===== config.mk =====
export PLATFORM = sky130hd
export DESIGN_NAME = n_way_traffic_controller
export DESIGN_NICKNAME = d
export VERILOG_FILES = /design/src/rtl/n_way_traffic_controller.sv
export SDC_FILE = /design/constraint.sdc
export NUM_CORES = 1
export LEC_CHECK = 0
export ABC_CLOCK_PERIOD_IN_PS = 2200
export BUFFER_PORTS_ARGS = -buffer_cell sky130_fd_sc_hd__buf_4
export CAP_MARGIN = 20
export CORE_MARGIN = 2
export CORE_UTILIZATION = 50
export DETAILED_ROUTE_END_ITERATION = 6
export PLACE_DENSITY_LB_ADDON = 0.05
export SLEW_MARGIN = 10
export SYNTH_ARGS = -nofsm -noshare
export SYNTH_HDL_FRONTEND = slang
export SYNTH_SLANG_ARGS = --single-unit
export TNS_END_PERCENT = 1

===== constraint.sdc =====
create_clock -name clk -period 2.2 [get_ports clk]
set_clock_uncertainty 0.05 [all_clocks]
set_input_delay 0.22 -clock clk [delete_from_list [all_inputs] [get_ports clk]]
set_output_delay 0.22 -clock clk [all_outputs]
set_load 0.01 [all_outputs]

===== src/rtl/n_way_traffic_controller.sv =====
// N-way traffic-light sequencer: green -> yellow -> all-red per way, advancing on a one-cycle tick strobe.
// Optional feature macro PED_REQ_EN: walk lamps only light for latched pedestrian requests.
module n_way_traffic_controller #(
  parameter int N_WAYS       = 4,
  parameter int GREEN_TICKS  = 4,
  parameter int YELLOW_TICKS = 2,
  parameter int ALLRED_TICKS = 1,
  parameter int CNT_W        = 8
) (
  input  logic                        clk,
  input  logic                        rst_n,
  input  logic                        tick,
  input  logic [N_WAYS-1:0]           ped_req,
  output logic [3*N_WAYS-1:0]         lights,
  output logic [N_WAYS-1:0]           walk,
  output logic [$clog2(N_WAYS)-1:0]   active,
  output logic [1:0]                  phase
);

  localparam int AW = $clog2(N_WAYS);

  typedef enum logic [1:0] {
    PH_ALLRED = 2'b00,
    PH_GREEN  = 2'b01,
    PH_YELLOW = 2'b10
  } phase_e;

  phase_e           phase_q, phase_d;
  logic [AW-1:0]    active_q, active_d;
  logic [CNT_W-1:0] cnt_q, cnt_d;
  logic [AW-1:0]    next_way;
  logic             enter_green;
  logic             walk_bit;

  always_comb begin
    next_way = (active_q == AW'(N_WAYS - 1)) ? '0 : active_q + AW'(1);
  end

  always_comb begin
    phase_d     = phase_q;
    active_d    = active_q;
    cnt_d       = cnt_q;
    enter_green = 1'b0;
    if (tick) begin
      case (phase_q)
        PH_ALLRED: begin
          if (cnt_q == CNT_W'(ALLRED_TICKS - 1)) begin
            phase_d     = PH_GREEN;
            cnt_d       = '0;
            enter_green = 1'b1;
          end else begin
            cnt_d = cnt_q + CNT_W'(1);
          end
        end
        PH_GREEN: begin
          if (cnt_q == CNT_W'(GREEN_TICKS - 1)) begin
            phase_d = PH_YELLOW;
            cnt_d   = '0;
          end else begin
            cnt_d = cnt_q + CNT_W'(1);
          end
        end
        PH_YELLOW: begin
          if (cnt_q == CNT_W'(YELLOW_TICKS - 1)) begin
            phase_d  = PH_ALLRED;
            cnt_d    = '0;
            active_d = next_way;
          end else begin
            cnt_d = cnt_q + CNT_W'(1);
          end
        end
        default: begin
          phase_d = PH_ALLRED;
          cnt_d   = '0;
        end
      endcase
    end
  end

  always_ff @(posedge clk or negedge rst_n) begin
    if (!rst_n) begin
      phase_q  <= PH_ALLRED;
      active_q <= '0;
      cnt_q    <= '0;
    end else begin
      phase_q  <= phase_d;
      active_q <= active_d;
      cnt_q    <= cnt_d;
    end
  end

`ifdef PED_REQ_EN
  logic [N_WAYS-1:0] pending_q, pending_d;
  logic              granted_q, granted_d;

  // Grant reads the old pending bit; a request in the grant cycle stays latched for next rotation.
  always_comb begin
    pending_d = pending_q;
    granted_d = granted_q;
    if (enter_green) begin
      granted_d           = pending_q[next_way];
      pending_d[next_way] = 1'b0;
    end
    pending_d = pending_d | ped_req;
  end

  always_ff @(posedge clk or negedge rst_n) begin
    if (!rst_n) begin
      pending_q <= '0;
      granted_q <= 1'b0;
    end else begin
      pending_q <= pending_d;
      granted_q <= granted_d;
    end
  end

  assign walk_bit = granted_q;
`else
  logic unused_ped;
  logic unused_enter;
  assign unused_ped   = ^ped_req;
  assign unused_enter = enter_green;
  assign walk_bit     = 1'b1;
`endif

  always_comb begin
    lights = '0;
    walk   = '0;
    for (int i = 0; i < N_WAYS; i++) begin
      lights[3*i +: 3] = 3'b001;
      if (AW'(i) == active_q) begin
        if (phase_q == PH_GREEN)       lights[3*i +: 3] = 3'b100;
        else if (phase_q == PH_YELLOW) lights[3*i +: 3] = 3'b010;
      end
    end
    if (phase_q == PH_GREEN || phase_q == PH_YELLOW) walk[next_way] = walk_bit;
  end

  assign active = active_q;
  assign phase  = phase_q;

endmodule


Yosys cells after proc, flatten, opt, wreduce, memory -nomap -nowiden. Cells that the tools add are included.

Input bits: 7. Flip-flop bits (word level): 12. Output and inout port bits: 20. Logic and storage cells: 43.

Add/sub/neg operators: 2. Muxes and demuxes: 18. Equality and inequality tests: 11. Reduce and logical (&&, ||, !) cells: 7. Magnitude comparators: 2.

Operator list (number): 2-to-1 mux 8 bit (3); one-hot mux 8 bit (3 select lines) (1); 2-to-1 mux 3 bit (5); 2-to-1 mux 2 bit (5); adder 8 x 1 -> 8 bit, second input constant (1); == test 8 x 1 -> 1 bit, second input constant (1); == test 8 x 2 -> 1 bit, second input constant (1); zero test 8 bit (1); inequality test 2 bit, second input constant (3); one-hot mux 2 bit (3 select lines) (1); == test 2 bit, first input constant (2); == test 2 bit, second input constant (2); zero test 2 bit (2); 2-to-1 mux 4 bit (1); AND reduction 4 bit (1); < comparator 2 x 3 -> 1 bit, second input constant (1); AND reduction 3 bit (1); adder 2 x 1 -> 2 bit, second input constant (1); demux 1 bit (select 2 bit) (1); == test 1 x 2 -> 1 bit, first input constant (1); == test 2 x 1 -> 1 bit, second input constant (1); >= comparator 2 x 1 -> 1 bit, second input constant (1); logical AND 1 bit (1); logical OR 1 bit (1); 2-to-1 mux 1 bit (1).

Logic depth before layout (Yosys ltp).
Depth in word-level cells: 7. Mapped depth: 6. Depth with buffers taken out: 6.

Worst setup path after synthesis. OpenSTA, ideal clock, no wires.

Kind: register -> register. Start point: reg phase_q[1] (netlist: phase[1]). End point: reg phase_q[0] (netlist: phase[0]). Library setup time: 0.079 ns. Cell stages (with the launch flop): 7. Data required time: 2.071 ns. Path buffers: 0. Data arrival time: 1.567 ns. Slack: 0.504 ns. Clock period less this slack: 1.696 ns. Cells stage by stage: dfrtp_1 > inv_1 > ha_1 > nor3_1 > a31oi_4 > nor3b_4 > mux2i_1.

Longest elaborated chain between the ends: 3. Elaborated cells between the ends (all ways): 8. Those cells by class: 5 x eq/ne; 1 x mux; 2 x reduce/logical.

Ends and longest elaborated chain: start: declaration (RTL line 28) `phase_e phase_q, phase_d;`; start signal: assignment (RTL line 86) `phase_q <= phase_d;`; == test 2 bit, or another cell as far along (RTL line 45) `case (phase_q)`; inequality test 2 bit (no line); AND reduction 4 bit (no line).

Parallel ways exist; a longest one is shown, timed or not. A chain may end at the register's enable or synchronous reset.

Final worst setup path.
Start point: reg phase_q[1] (netlist: phase[1]). End point: reg phase_q[1] (netlist: phase[1]).

The elaborated chain is that of the path after synthesis.

==> metrics.md <==
| Metric | Value |
|---|---|
| Type of the worst setup path | flop to flop |
| Die Area | 0.00218 mm^2 |
| H-tree depth | 1 |
| Dpl hpwl | 1440 um |
| Final Total Pwr | 1.31 mW |
| Worst reg-to-reg path cell count | 6 |
| Clock power frac | 10.7% |
| Flops & latches, synth | 12 |
| Sequential share of the synthesized area | 32.9% |
| Setup bufs post-CTS | 0 |
| DR vias/cell | 5.13 |
| Setup WS post-layout | 0.353 ns |
| Post-synth ARST share | 100% |
| Core area | 0.00173 mm^2 |
| Power Density | 1150 mW/mm^2 |
| Fmax | 541 MHz |
| Main combinational cell family by area after synthesis | simple AND/OR/NAND/NOR gates |
| Post-Synthesis Cells | 94 |
| Reg power frac | 26.2% |
| Sink Count | 12 |
| Arrival time at the worst endpoint | 2.00 ns |
| Syn_nets | 114 |
| Dpl ws | 0.337 ns |
| Critical Path Sink | phase[1] |
| CTS tree | built |
| Int Pwr | 0.719 mW |
| FP Rows | 15 |
| Max-cap violations | 0 |
| LEAKAGE | 0.574 nW |
| Status | completed |
| Slew headroom | 77.3% |
| Hold Fails Final Rpt | 0 |
| Initial drt markers | 1 |
| Max clock buf depth | 2 |
| DRC violations left | 0 |
| Clk_lat worst skew | 0.28 ns |
| Final setup fails | 0 |
| Num ports | 27 |
| CP Launch Type | flop |
| Post-route ant nets | 0 |
| Placed Instances | 140 |
| Antenna Diode Count | 0 |
| Largest net degree at the start of global routing | 16 |
| Mux contribution to synthesized area | 4.52% |
| Fin crit period | 1.85 ns |
| Buffers on Ports | 22 |
| Sw frac | 45.1% |
| Net Switching | 0.590 mW |
| Initial Utilization | 52.9% |
| CP Capture Type | flop |
| Synth Area in Compound Gates | 11.6% |
| Layout cell share with drive strength beyond 1 | 26.1% |
| CP startpoint | phase[1] |
| Mean Syn Cell Area | 9.72 um^2 |
| Vias in the first global route | 695 |
| Synth-to-layout area growth | 24.7% |
| Synth Area in XOR/XNOR | 3.84% |
| Initial antenna violation count | 0 |
| CTS buffer count | 3 |
| Worst path required time | 2.35 ns |
| Clock Pin Slew Worst Setup and Hold Paths | 0.07 ns |
| Cell Count, Final, Fillers Out | 144 |
| Horiz. Die Dim | 46.7 um |
| Drt total wl | 1820 um |
| DR WL/cell | 12.6 um |
| VDD IR-drop max | 0.000784 V |
| Setup tns final | 0 ns |
| Final GP Congestion | 0.763 |
| Netlist cell types | 29 |
| Reg-to-Reg Start | phase[1] |
| DRT Pass-1 Iters | 2 |
| Mapped cell area | 913 um^2 |
| Tcrit/Tclk final | 84.0% |
| Number of synthesized flops with an enable pin | 0 |
| Reg2reg setup slack | 0.35 ns |
| Clk root buf | clkbuf_4 |
| Slew @ Worst Pin | 0.337 ns |
| Number of synthesis warnings | 0 |
| Combinational share of power | 63.1% |
| Hold crit path type | input pin to flop |
| FF-to-FF End | phase[1] |
| Post-synth top flop | dfrtp_1 |
| Via count | 738 |
| First-pass GRT wire length | 3020 um |
| Die height | 46.7 um |
| Adder-cell share of the synthesized area | 17.8% |
| Largest fanout on the critical path | 6 |
| Remaining Overflow, GRT | 0 |
| Post-synthesis simple-gate area fraction | 23.6% |
| Final #Nets | 141 |
| Total GRT Usage | 20.4% |
| RSZ-0062 raised after global routing | false |
| Slew Viols, Final | 0 |
cell type report:
cell class	instances	area, um^2
Sequential cell	12	300
Timing Repair Buffer	23	175
Clock buffer	3	22.5
Tap cell	25	31.3
Inverter	13	48.8
Fill cell	158	588
Multi-Input combinational cell	68	561
per-stage QoR:
| step | hold slack (ns) | instance area, um^2 | utilization, % |
|---|---|---|---|
| final | 0.174 | 1140 | 65.9 |
| after global routing | 0.195 | 1140 | 65.9 |
| after CTS | 0.159 | 1140 | 65.9 |
| after detailed placement | 0.0243 | 1110 | 64.1 |
| after global placement | 0.0184 | 1110 | 64.1 |
| after floorplan | -0.126 | 913 | - |
flip-flops by register name, summed over array words and instances (netlist names):
signal,cells
cnt_q,8
active,2
phase,2
cells in the final DEF, fill, tap and decap left out:
cell / Yosys / final
buf_4: 0 / 22
nor4_4: 1 / 1
a31oi_4: 1 / 1
ha_1: 13 / 13
and3_1: 3 / 3
and3_2: 1 / 1
nand3_1: 2 / 2
xor2_1: 3 / 3
and2_1: 11 / 11
nor3b_4: 1 / 1
nand2b_1: 2 / 2
xnor2_1: 1 / 1
o31ai_1: 1 / 1
dlygate4sd3_1: 0 / 1
nor2_1: 3 / 3
o311ai_1: 1 / 1
o22ai_2: 1 / 1
a21oi_1: 4 / 4
o21ai_1: 1 / 1
dfrtp_1: 12 / 12
clkbuf_4: 0 / 3
mux2i_1: 3 / 3
inv_1: 13 / 13
o21ai_2: 1 / 1
nor3_1: 1 / 1
mux2_1: 1 / 1
o221ai_1: 1 / 1
nand4_1: 3 / 3
o22ai_1: 1 / 1
o211ai_1: 1 / 1
nand2_1: 6 / 6
worst min path at each step:
stage	startpoint	end	cells past startpoint
4_1_cts	tick	cnt_q[2]	2
5_1_grt	tick	cnt_q[5]	2
2_1_floorplan	rst_n	active[0]	0
6_report	tick	cnt_q[2]	2
3_3_place_gp	rst_n	cnt_q[0]	1
3_5_place_dp	rst_n	phase[0]	1
what timing repair did:
item	in CTS	in global routing
endpoints found under the hold margin	12	0
setup endpoints to repair	0	0
hold buffers	1	0
resized for setup	0	0
cells in the mapped netlist (2+ instances only):
library cell,count,area (um^2)
and3_1,3,18.8
nand2b_1,2,12.5
nor2_1,3,11.3
nand2_1,6,22.5
mux2i_1,3,30.0
ha_1,13,163
nand4_1,3,18.8
and2_1,11,68.8
xor2_1,3,26.3
inv_1,13,48.8
dfrtp_1,12,300
a21oi_1,4,20.0
nand3_1,2,10.0
metal layers:
metal  up-vias  GRT usage, %  routed length (um)
met3         5          4.62                  91
met1       346          24.1                 807
met4         0          11.7                  42
li1        366             -                   -
met2        21          34.2                 878
met5         -             0                   0
worst max-delay path, cell delays in order (launching register included):
cell and delay [ns]:
dfrtp_1 0.43, inv_1 0.10, ha_1 0.25, nor3_1 0.34
a31oi_4 0.10, nor3b_4 0.26, mux2i_1 0.23
kinds of logic after synthesis:
logic type | Yosys count
AOI/OAI and AO/OA | 13
xor gates and xnor gates | 4
adders and majority gates | 13
buffers and inverters | 14
DFF | 12
muxes | 4
and+or+nand+nor | 34
power groups by stage:
stage / combinational (mW) / clock [mW] / sequential (mW)
5_1_grt: 0.928 / 0.155 / 0.351
6_report: 0.826 / 0.139 / 0.343
2_1_floorplan: 0.511 / 0 / 0.350
3_5_place_dp: 0.833 / 0 / 0.348
3_3_place_gp: 0.812 / 0 / 0.342
4_1_cts: 0.837 / 0.148 / 0.344
Note: power is estimated with default switching activity, not from simulation.
